### src/rtl/wasm_lsu.sv
// wasm_lsu: WASM load/store unit, initiator on the memory data bus.
// One op in flight; load data is sign/zero-extended locally.
package wasm_lsu_pkg;

  typedef enum logic [4:0] {
    MEM_NONE,
    MEM_LOAD_I32, MEM_LOAD_I64,
    MEM_LOAD_F32, MEM_LOAD_F64,
    MEM_LOAD_I8_S, MEM_LOAD_I8_U,
    MEM_LOAD_I16_S, MEM_LOAD_I16_U,
    MEM_LOAD_I32_S, MEM_LOAD_I32_U,
    MEM_STORE_I32, MEM_STORE_I64,
    MEM_STORE_F32, MEM_STORE_F64,
    MEM_STORE_I8, MEM_STORE_I16,
    MEM_STORE_I32_64
  } mem_op_t;

  typedef enum logic [1:0] {
    TRAP_NONE,
    TRAP_OUT_OF_BOUNDS
  } trap_t;

  typedef struct packed {
    logic        valid;
    logic        write;
    logic [31:0] addr;
    logic [3:0]  size;
    logic [63:0] wdata;
  } mem_bus_req_t;

  typedef struct packed {
    logic        ready;
    logic        rvalid;
    logic [63:0] rdata;
    logic        error;
  } mem_bus_resp_t;

endpackage

module wasm_lsu
  import wasm_lsu_pkg::*;
#(
  parameter int unsigned TIMEOUT_CYCLES = 256
) (
  input  logic          clk,
  input  logic          rst,
  input  logic          op_valid_i,
  output logic          op_ready_o,
  input  mem_op_t       op_i,
  input  logic [31:0]   base_i,
  input  logic [31:0]   offset_i,
  input  logic [63:0]   wdata_i,
  output mem_bus_req_t  mem_req_o,
  input  mem_bus_resp_t mem_resp_i,
  output mem_op_t       mem_op_o,
  output logic          result_valid_o,
  output logic [63:0]   result_o,
  output trap_t         trap_o,
  output logic          timeout_o,
  output logic          busy_o
);

  typedef enum logic [1:0] {
    IDLE, ISSUE, WAIT, DONE
  } state_t;

  state_t      state;
  logic [32:0] ea;
  logic [3:0]  size;
  logic [63:0] wmask;
  logic        is_store;
  logic [31:0] cnt;
  logic        tmo;
  logic [63:0] rd;
  logic [63:0] ext;

  assign ea         = {1'b0, base_i} + {1'b0, offset_i};
  assign op_ready_o = (state == IDLE);
  assign busy_o     = (state != IDLE);
  assign rd         = mem_resp_i.rdata;
  assign tmo        = (TIMEOUT_CYCLES != 0) &&
                      (cnt == TIMEOUT_CYCLES - 1);

  assign is_store = op_i inside {
    MEM_STORE_I32, MEM_STORE_I64,
    MEM_STORE_F32, MEM_STORE_F64,
    MEM_STORE_I8, MEM_STORE_I16,
    MEM_STORE_I32_64
  };

  always_comb begin
    size = 4'd4;
    unique case (1'b1)
      (op_i inside {MEM_LOAD_I8_S, MEM_LOAD_I8_U,
                    MEM_STORE_I8}):
        size = 4'd1;
      (op_i inside {MEM_LOAD_I16_S, MEM_LOAD_I16_U,
                    MEM_STORE_I16}):
        size = 4'd2;
      (op_i inside {MEM_LOAD_I64, MEM_LOAD_F64,
                    MEM_STORE_I64, MEM_STORE_F64}):
        size = 4'd8;
      default:
        size = 4'd4;
    endcase
  end

  always_comb begin
    wmask = '1;
    unique case (1'b1)
      (size == 4'd1): wmask = 64'h0000_0000_0000_00ff;
      (size == 4'd2): wmask = 64'h0000_0000_0000_ffff;
      (size == 4'd4): wmask = 64'h0000_0000_ffff_ffff;
      default:        wmask = '1;
    endcase
  end

  // extension keyed on the latched op, never on responder behaviour
  always_comb begin
    ext = rd;
    unique case (1'b1)
      (mem_op_o == MEM_LOAD_I8_S):
        ext = {{56{rd[7]}}, rd[7:0]};
      (mem_op_o == MEM_LOAD_I8_U):
        ext = {56'd0, rd[7:0]};
      (mem_op_o == MEM_LOAD_I16_S):
        ext = {{48{rd[15]}}, rd[15:0]};
      (mem_op_o == MEM_LOAD_I16_U):
        ext = {48'd0, rd[15:0]};
      (mem_op_o == MEM_LOAD_I32_S):
        ext = {{32{rd[31]}}, rd[31:0]};
      (mem_op_o inside {MEM_LOAD_I32, MEM_LOAD_F32,
                        MEM_LOAD_I32_U}):
        ext = {32'd0, rd[31:0]};
      default:
        ext = rd;
    endcase
  end

  always_ff @(posedge clk) begin
    if (rst) begin
      state          <= IDLE;
      mem_req_o      <= '0;
      mem_op_o       <= MEM_NONE;
      result_valid_o <= 1'b0;
      result_o       <= '0;
      trap_o         <= TRAP_NONE;
      timeout_o      <= 1'b0;
      cnt            <= '0;
    end else begin
      result_valid_o <= 1'b0;
      result_o       <= '0;
      trap_o         <= TRAP_NONE;
      timeout_o      <= 1'b0;
      unique case (state)
        IDLE: begin
          if (op_valid_i) begin
            cnt <= '0;
            if (ea[32]) begin
              state          <= DONE;
              result_valid_o <= 1'b1;
              trap_o         <= TRAP_OUT_OF_BOUNDS;
            end else begin
              state     <= ISSUE;
              mem_op_o  <= op_i;
              mem_req_o <= '{valid: 1'b1,
                             write: is_store,
                             addr:  ea[31:0],
                             size:  size,
                             wdata: wdata_i & wmask};
            end
          end
        end
        ISSUE: begin
          if (mem_resp_i.ready) begin
            mem_req_o.valid <= 1'b0;
            if (mem_resp_i.error) begin
              state          <= DONE;
              result_valid_o <= 1'b1;
              trap_o         <= TRAP_OUT_OF_BOUNDS;
            end else if (mem_req_o.write) begin
              state          <= DONE;
              result_valid_o <= 1'b1;
            end else if (mem_resp_i.rvalid) begin
              state          <= DONE;
              result_valid_o <= 1'b1;
              result_o       <= ext;
            end else begin
              state <= WAIT;
              cnt   <= cnt + 32'd1;
            end
          end else if (tmo) begin
            state           <= DONE;
            mem_req_o.valid <= 1'b0;
            result_valid_o  <= 1'b1;
            trap_o          <= TRAP_OUT_OF_BOUNDS;
            timeout_o       <= 1'b1;
          end else begin
            cnt <= cnt + 32'd1;
          end
        end
        WAIT: begin
          if (mem_resp_i.error) begin
            state          <= DONE;
            result_valid_o <= 1'b1;
            trap_o         <= TRAP_OUT_OF_BOUNDS;
          end else if (mem_resp_i.rvalid) begin
            state          <= DONE;
            result_valid_o <= 1'b1;
            result_o       <= ext;
          end else if (tmo) begin
            state          <= DONE;
            result_valid_o <= 1'b1;
            trap_o         <= TRAP_OUT_OF_BOUNDS;
            timeout_o      <= 1'b1;
          end else begin
            cnt <= cnt + 32'd1;
          end
        end
        DONE: state <= IDLE;
        default: state <= IDLE;
      endcase
    end
  end

endmodule

### config.mk
export PLATFORM = sky130hd
export DESIGN_NAME = wasm_lsu
export DESIGN_NICKNAME = d
export VERILOG_FILES = /design/src/rtl/wasm_lsu.sv
export SDC_FILE = /design/constraint.sdc
export NUM_CORES = 1
export LEC_CHECK = 0
export CAP_MARGIN = 25
export CORE_MARGIN = 4
export CORE_UTILIZATION = 48
export DETAILED_ROUTE_END_ITERATION = 7
export PLACE_DENSITY = 0.87
export SETUP_SLACK_MARGIN = 0.15
export SKIP_LAST_GASP = 1
export SYNTH_ARGS = -nofsm -noshare
export SYNTH_HDL_FRONTEND = slang
export SYNTH_SLANG_ARGS = --single-unit
### constraint.sdc
create_clock -name clk -period 6.1 [get_ports clk]
set_clock_uncertainty 0.15 [all_clocks]
set_input_delay 0.61 -clock clk [delete_from_list [all_inputs] [get_ports clk]]
set_output_delay 0.61 -clock clk [all_outputs]
set_load 0.01 [all_outputs]
# Word level (Yosys, flattened, before mapping)
# Index checks and enable logic that the tools add are counted.
classes:
  n_addsub: 2
  eq_ne: 36
  muxes: 55
  bitwise_logic: 2
  n_reduce_logical: 12
ops:
  columns: ["op", "count"]
  rows:
  - ["64-bit one-hot mux with 6 select lines", 1]
  - ["64-bit 2-to-1 mux", 5]
  - ["32-bit 2-to-1 mux", 8]
  - ["102-bit 2-to-1 mux", 2]
  - ["64-bit one-hot mux with 3 select lines", 1]
  - ["64-bit one-hot mux with 2 select lines", 1]
  - ["32-bit one-hot mux with 3 select lines", 1]
  - ["64-bit bitwise AND", 1]
  - ["5-bit by 4-bit equality test with 1-bit output (second input constant)", 9]
  - ["5-bit by 3-bit equality test with 1-bit output (second input constant)", 7]
  - ["32-bit by 32-bit adder with 33-bit output", 1]
  - ["32-bit by 1-bit adder with 32-bit output (second input constant)", 1]
  - ["32-bit by 8-bit equality test with 1-bit output (second input constant)", 1]
  - ["1-bit 2-to-1 mux", 21]
  - ["2-bit 2-to-1 mux", 9]
  - ["3-bit != test (second input constant)", 4]
  - ["4-bit one-hot mux with 3 select lines", 1]
  - ["3-bit nonzero test", 4]
  - ["5-bit by 2-bit equality test with 1-bit output (second input constant)", 2]
  - ["5-bit equality test (second input constant)", 2]
  - ["2-bit != test (second input constant)", 4]
  - ["2-bit one-hot mux with 4 select lines", 1]
  - ["7-bit AND reduction", 1]
  - ["7-bit nonzero test", 1]
  - ["15 further kinds", 18]
word_totals:
  regBits: 209
  output_inout_bits: 177

# Logic depth before layout (Yosys ltp)
depth:
  depth_word: 9
  ltp_mapped: 12
  mapped_depth_nobuf: 10

# Least setup slack after synthesis
# No wires, ideal clock.
synth_path:
  path_type: "input-to-reg"
  start: "input base_i[9]"
  end: "register mem_req_o[77] in the netlist's numbering"
  setup_time_ps: 70
  t_arrival_ps: 2925
  required_ps: 5880
  slack_ps: 2954
  cell_stages: 10
  path_buffers: 2
  path_cell_list: "ha_1 and3_1 a311oi_1 a2111oi_4 a31oi_4 o311a_4 buf_6 buf_2 nand4_1 a21oi_1"
synth_via:
  elab_chain_cells: 3
synth_rtl:
  columns: ["item", "line_no", "rtl"]
  rows:
  - ["from (decl)", "50", "input logic [31:0] base_i,"]
  - ["32-bit by 32-bit adder with 33-bit output (*)", "77", "assign ea = {1'b0, base_i} + {1'b0, offset_i};"]
  - ["1-bit inverter (no source line)", null, null]
  - ["3-bit AND reduction (no source line)", null, null]
  - ["to (signal assigned)", "166", "mem_req_o <= '{valid: 1'b1,"]
  - ["to (decl)", "53", "output mem_bus_req_t mem_req_o,"]
# Mark *: on every way between the ends. The rest lies on a longest branch, timed or not.
# A chain may end at the register's enable or synchronous reset.

# Final worst setup path
layout_path:
  start: "input base_i[9]"
  end: "register mem_req_o[25] in the netlist's numbering"
layout_via:
  elab_chain_cells: 3
layout_rtl:
  columns: ["item", "line_no"]
  rows:
  - ["32-bit by 32-bit adder with 33-bit output", "77"]
  - ["1-bit inverter (no source line)", null]
  - ["3-bit AND reduction (no source line)", null]
# No other way between the ends.

==> results.json <==
{
  "drt-vias-per-instance": 5.57,
  "antenna_found_initial": 2,
  "cp-start-kind": "input port",
  "nNetsFinal": 1784,
  "ys.flop_type": "dfxtp_1",
  "async_flop_share_pct": 0,
  "synth_edf_count": 0,
  "postCtsSetupBuffers": 0,
  "rsz0062_at_grt": "no",
  "ys_ff_latch": 208,
  "p_seq_share_pct": 34.9,
  "syn_inst": 1206,
  "synth-simple-area-share_pct": 21.5,
  "grt_max_degree": 73,
  "grt_use_total_pct": 28.5,
  "insertion_delay_ns": 0.51,
  "critPathRequiredTime_ns": 6.39,
  "routabilityCongestion": 0.909,
  "p_clk_share_pct": 31.9,
  "die-area_um2": 22600,
  "period_share_pct": 65.4,
  "netSwitchingFraction_pct": 33.5,
  "synth_compound_area_share_pct": 22.5,
  "p_int_mw": 2.95,
  "routed-via-count": 10200,
  "slew_viol_final": 0,
  "path_cells": "clkdlybuf4s50_1 -> ha_1 -> and3_1 -> a311oi_1 -> a2111oi_4 -> a31oi_4 -> o311a_4 -> buf_4 -> nand3_1 -> a21oi_1",
  "routed_wl_mm": 34.3,
  "setup_viol": 0,
  "cts.clk_slew.worst_paths_ns": 0.06,
  "r2r_slack_ns": 2.84,
  "worstSetupPathType": "input port to register",
  "place_inst": 1782,
  "rows": 51,
  "cp-startpoint": "base_i[9]",
  "syn_area_um2": 9710,
  "p_per_area_nw_per_um2": 308,
  "maxCapViolCount": 0,
  "max_clock_freq_mhz": 251,
  "period_minus_slack_ns": 3.99,
  "final_area_um2": 14400,
  "place_area_um2": 13600,
  "hp-class": "register to register",
  "dp_hpwl_mm": 25.8,
  "synthTopCellsByArea": "dfxtp_1, a21oi_1, nand2_1, ha_1, nand3_1",
  "htreeDepth": 1,
  "final_cell_mix": "clkdlybuf4s50_1, dfxtp_1, nand2_1, a21oi_1, nand3_1",
  "clock_path_buffers": 3,
  "worst-path-stages": 10,
  "layout-drive-gt1-share_pct": 4.94,
  "core_um2": 19700,
  "status": "complete, no violations",
  "yosys.area.top_type": "dfxtp_1",
  "max_slew_margin_pct": 31.7,
  "crit_family": "compound AO/OA/AOI/OAI gates",
  "ant_nets": 0,
  "hold_buffers": 0,
  "p_switching_mw": 1.49,
  "synthMuxAreaShare_pct": 0.413,
  "synth_fa_ha_area_share_pct": 4.98,
  "synth_fp_nets": 1447,
  "dieHeight_um": 150,
  "initial_core_util_pct": 49.4,
  "nFillCells": 1483,
  "yosysWarnings": 0,
  "grt_pass1_wl_mm": 51.8,
  "dr.pass1.iters": 5,
  "arrival_ns": 4.27,
  "ys_seq_area_share_pct": 42.9,
  "worst_path_max_delay_cell": "o311a_4",
  "tns_ns": 0,
  "post_layout_nonfiller_instances": 1826,
  "cts_sinks": 208,
  "wire_per_inst_um": 18.8,
  "whs_ns": 0.300,
  "final_common_cell": "clkdlybuf4s50_1",
  "cp-endpoint": "mem_req_o[25]$_SDFFE_PP0P_",
  "synth_top_family_by_area": "compound AO/OA/AOI/OAI gates",
  "netlist.area_leader.share_pct": 42.9,
  "io_buffers": 378,
  "drc": 0,
  "reg2reg_from": "state[1]$_SDFFE_PP0N_",
  "cts_tree": "done",
  "cts-root-buf": "clkbuf_16",
  "path_max_fanout": 56,
  "ys_types": 68,
  "peakVddDrop_uv": 197,
  "syn_to_final_growth_pct": 48.4,
  "fp.dieW_um": 150,
  "worst_slew_pin_slew_ns": 1.02,
  "combPwrFrac_pct": 33.3,
  "grt_pass1_vias": 9947,
  "first_iter_violations": 628,
  "leakagePower_nw": 5.33,
  "crit_buf_inv": 2,
  "io_pins": 380,
  "r2r-end": "cnt[22]$_SDFFE_PP0P_",
  "grt_overflow": 0,
  "reg2reg_depth": 11,
  "numCtsBuffers": 23,
  "slowest_delay_ns": 0.67,
  "cp-end-kind": "register",
  "finalHoldViolations": 0,
  "avgSynthCellArea_um2": 8.05,
  "post_cts_resized": 0,
  "synthXorXnorAreaFrac_pct": 2.53
}
## stage by stage
| step | power, mW | worst slack [ns] | utilization, % |
|---|---|---|---|
| after detailed placement | 3.03 | 1.66 | 69.3 |
| after global routing | 4.67 | 1.90 | 73.3 |
| after CTS | 4.44 | 2.16 | 73.2 |
| final | 4.44 | 2.11 | 73.3 |
| after global placement | 2.99 | 1.71 | 69.0 |
| after floorplan | 2.43 | 2.95 | - |
## registers in the layout, indices dropped and copies added (netlist names)
signal	cells
mem_op_o	5
cnt	32
mem_req_o	102
trap_o	1
result_valid_o	1
result_o	64
state	2
timeout_o	1
## cells in the mapped netlist, types with 7 or more instances
cell	number
a211oi_1	14
a21o_1	10
a21oi_1	190
a31oi_1	14
and3_1	16
buf_2	13
buf_6	7
clkbuf_1	58
dfxtp_1	208
ha_1	37
inv_1	29
nand2_1	201
nand3_1	82
nand4_1	7
nor2_1	74
nor3_1	30
nor4_1	8
o21a_1	36
o21ai_0	34
xnor2_1	19
xor2_1	9
## power by group through the flow
stage / clock (mW) / sequential [mW] / combinational (mW)
final: 1.42 / 1.55 / 1.48
after global routing: 1.50 / 1.56 / 1.61
after global placement: 0 / 1.57 / 1.42
after CTS: 1.44 / 1.55 / 1.46
after floorplan: 0 / 1.61 / 0.824
after detailed placement: 0 / 1.57 / 1.45
## how the worst min path moves through the flow
| stage | slack, ns | cells after the start | startpoint | to |
|---|---|---|---|---|
| after floorplan | 0.30 | 2 | cnt[30]$_SDFFE_PP0P_ | cnt[30]$_SDFFE_PP0P_ |
| after global placement | 0.29 | 2 | mem_req_o[57]$_SDFFE_PP0P_ | mem_req_o[57]$_SDFFE_PP0P_ |
| after detailed placement | 0.29 | 2 | mem_req_o[33]$_SDFFE_PP0P_ | mem_req_o[33]$_SDFFE_PP0P_ |
| after CTS | 0.30 | 2 | rst | mem_req_o[63]$_SDFFE_PP0P_ |
| after global routing | 0.32 | 2 | rst | mem_req_o[63]$_SDFFE_PP0P_ |
| final | 0.30 | 2 | mem_req_o[33]$_SDFFE_PP0P_ | mem_req_o[33]$_SDFFE_PP0P_ |
## layout make-up
cell class	instances	area, um2	area share, %
Antenna cell	2	5.00	0.0347
Sequential cell	208	4160	28.9
Multi-Input combinational cell	886	5080	35.3
Inverter	30	113	0.782
Timing Repair Buffer	394	3940	27.4
Tap cell	265	332	2.30
Clock buffer	32	659	4.58
Clock inverter	9	114	0.790
## worst min-delay path, cell delays in order (launching register included)
cell	delay, ns
dfxtp_1	0.31
nand2_1	0.05
a21oi_1	0.05
## cell families (layout without fill, tap and decap cells)
family,after synthesis,after routing
and+or+nand+nor,460,460
DFF,208,208
buffers and inverters,112,465
muxes,4,4
other,1,3
adders and majority gates,38,38
AOI/OAI and AO/OA,355,355
xor gates and xnor gates,28,28
## layer usage
layer  global-route usage [%]  routed length, um  up-vias
met5                        0                  0        -
met4                     10.5               1450        0
met3                     7.77               3390       80
met2                     50.3              16800      463
met1                     32.9              12700     4712
li1                         -                  -     4917
Power figures use the tool's default switching activity.
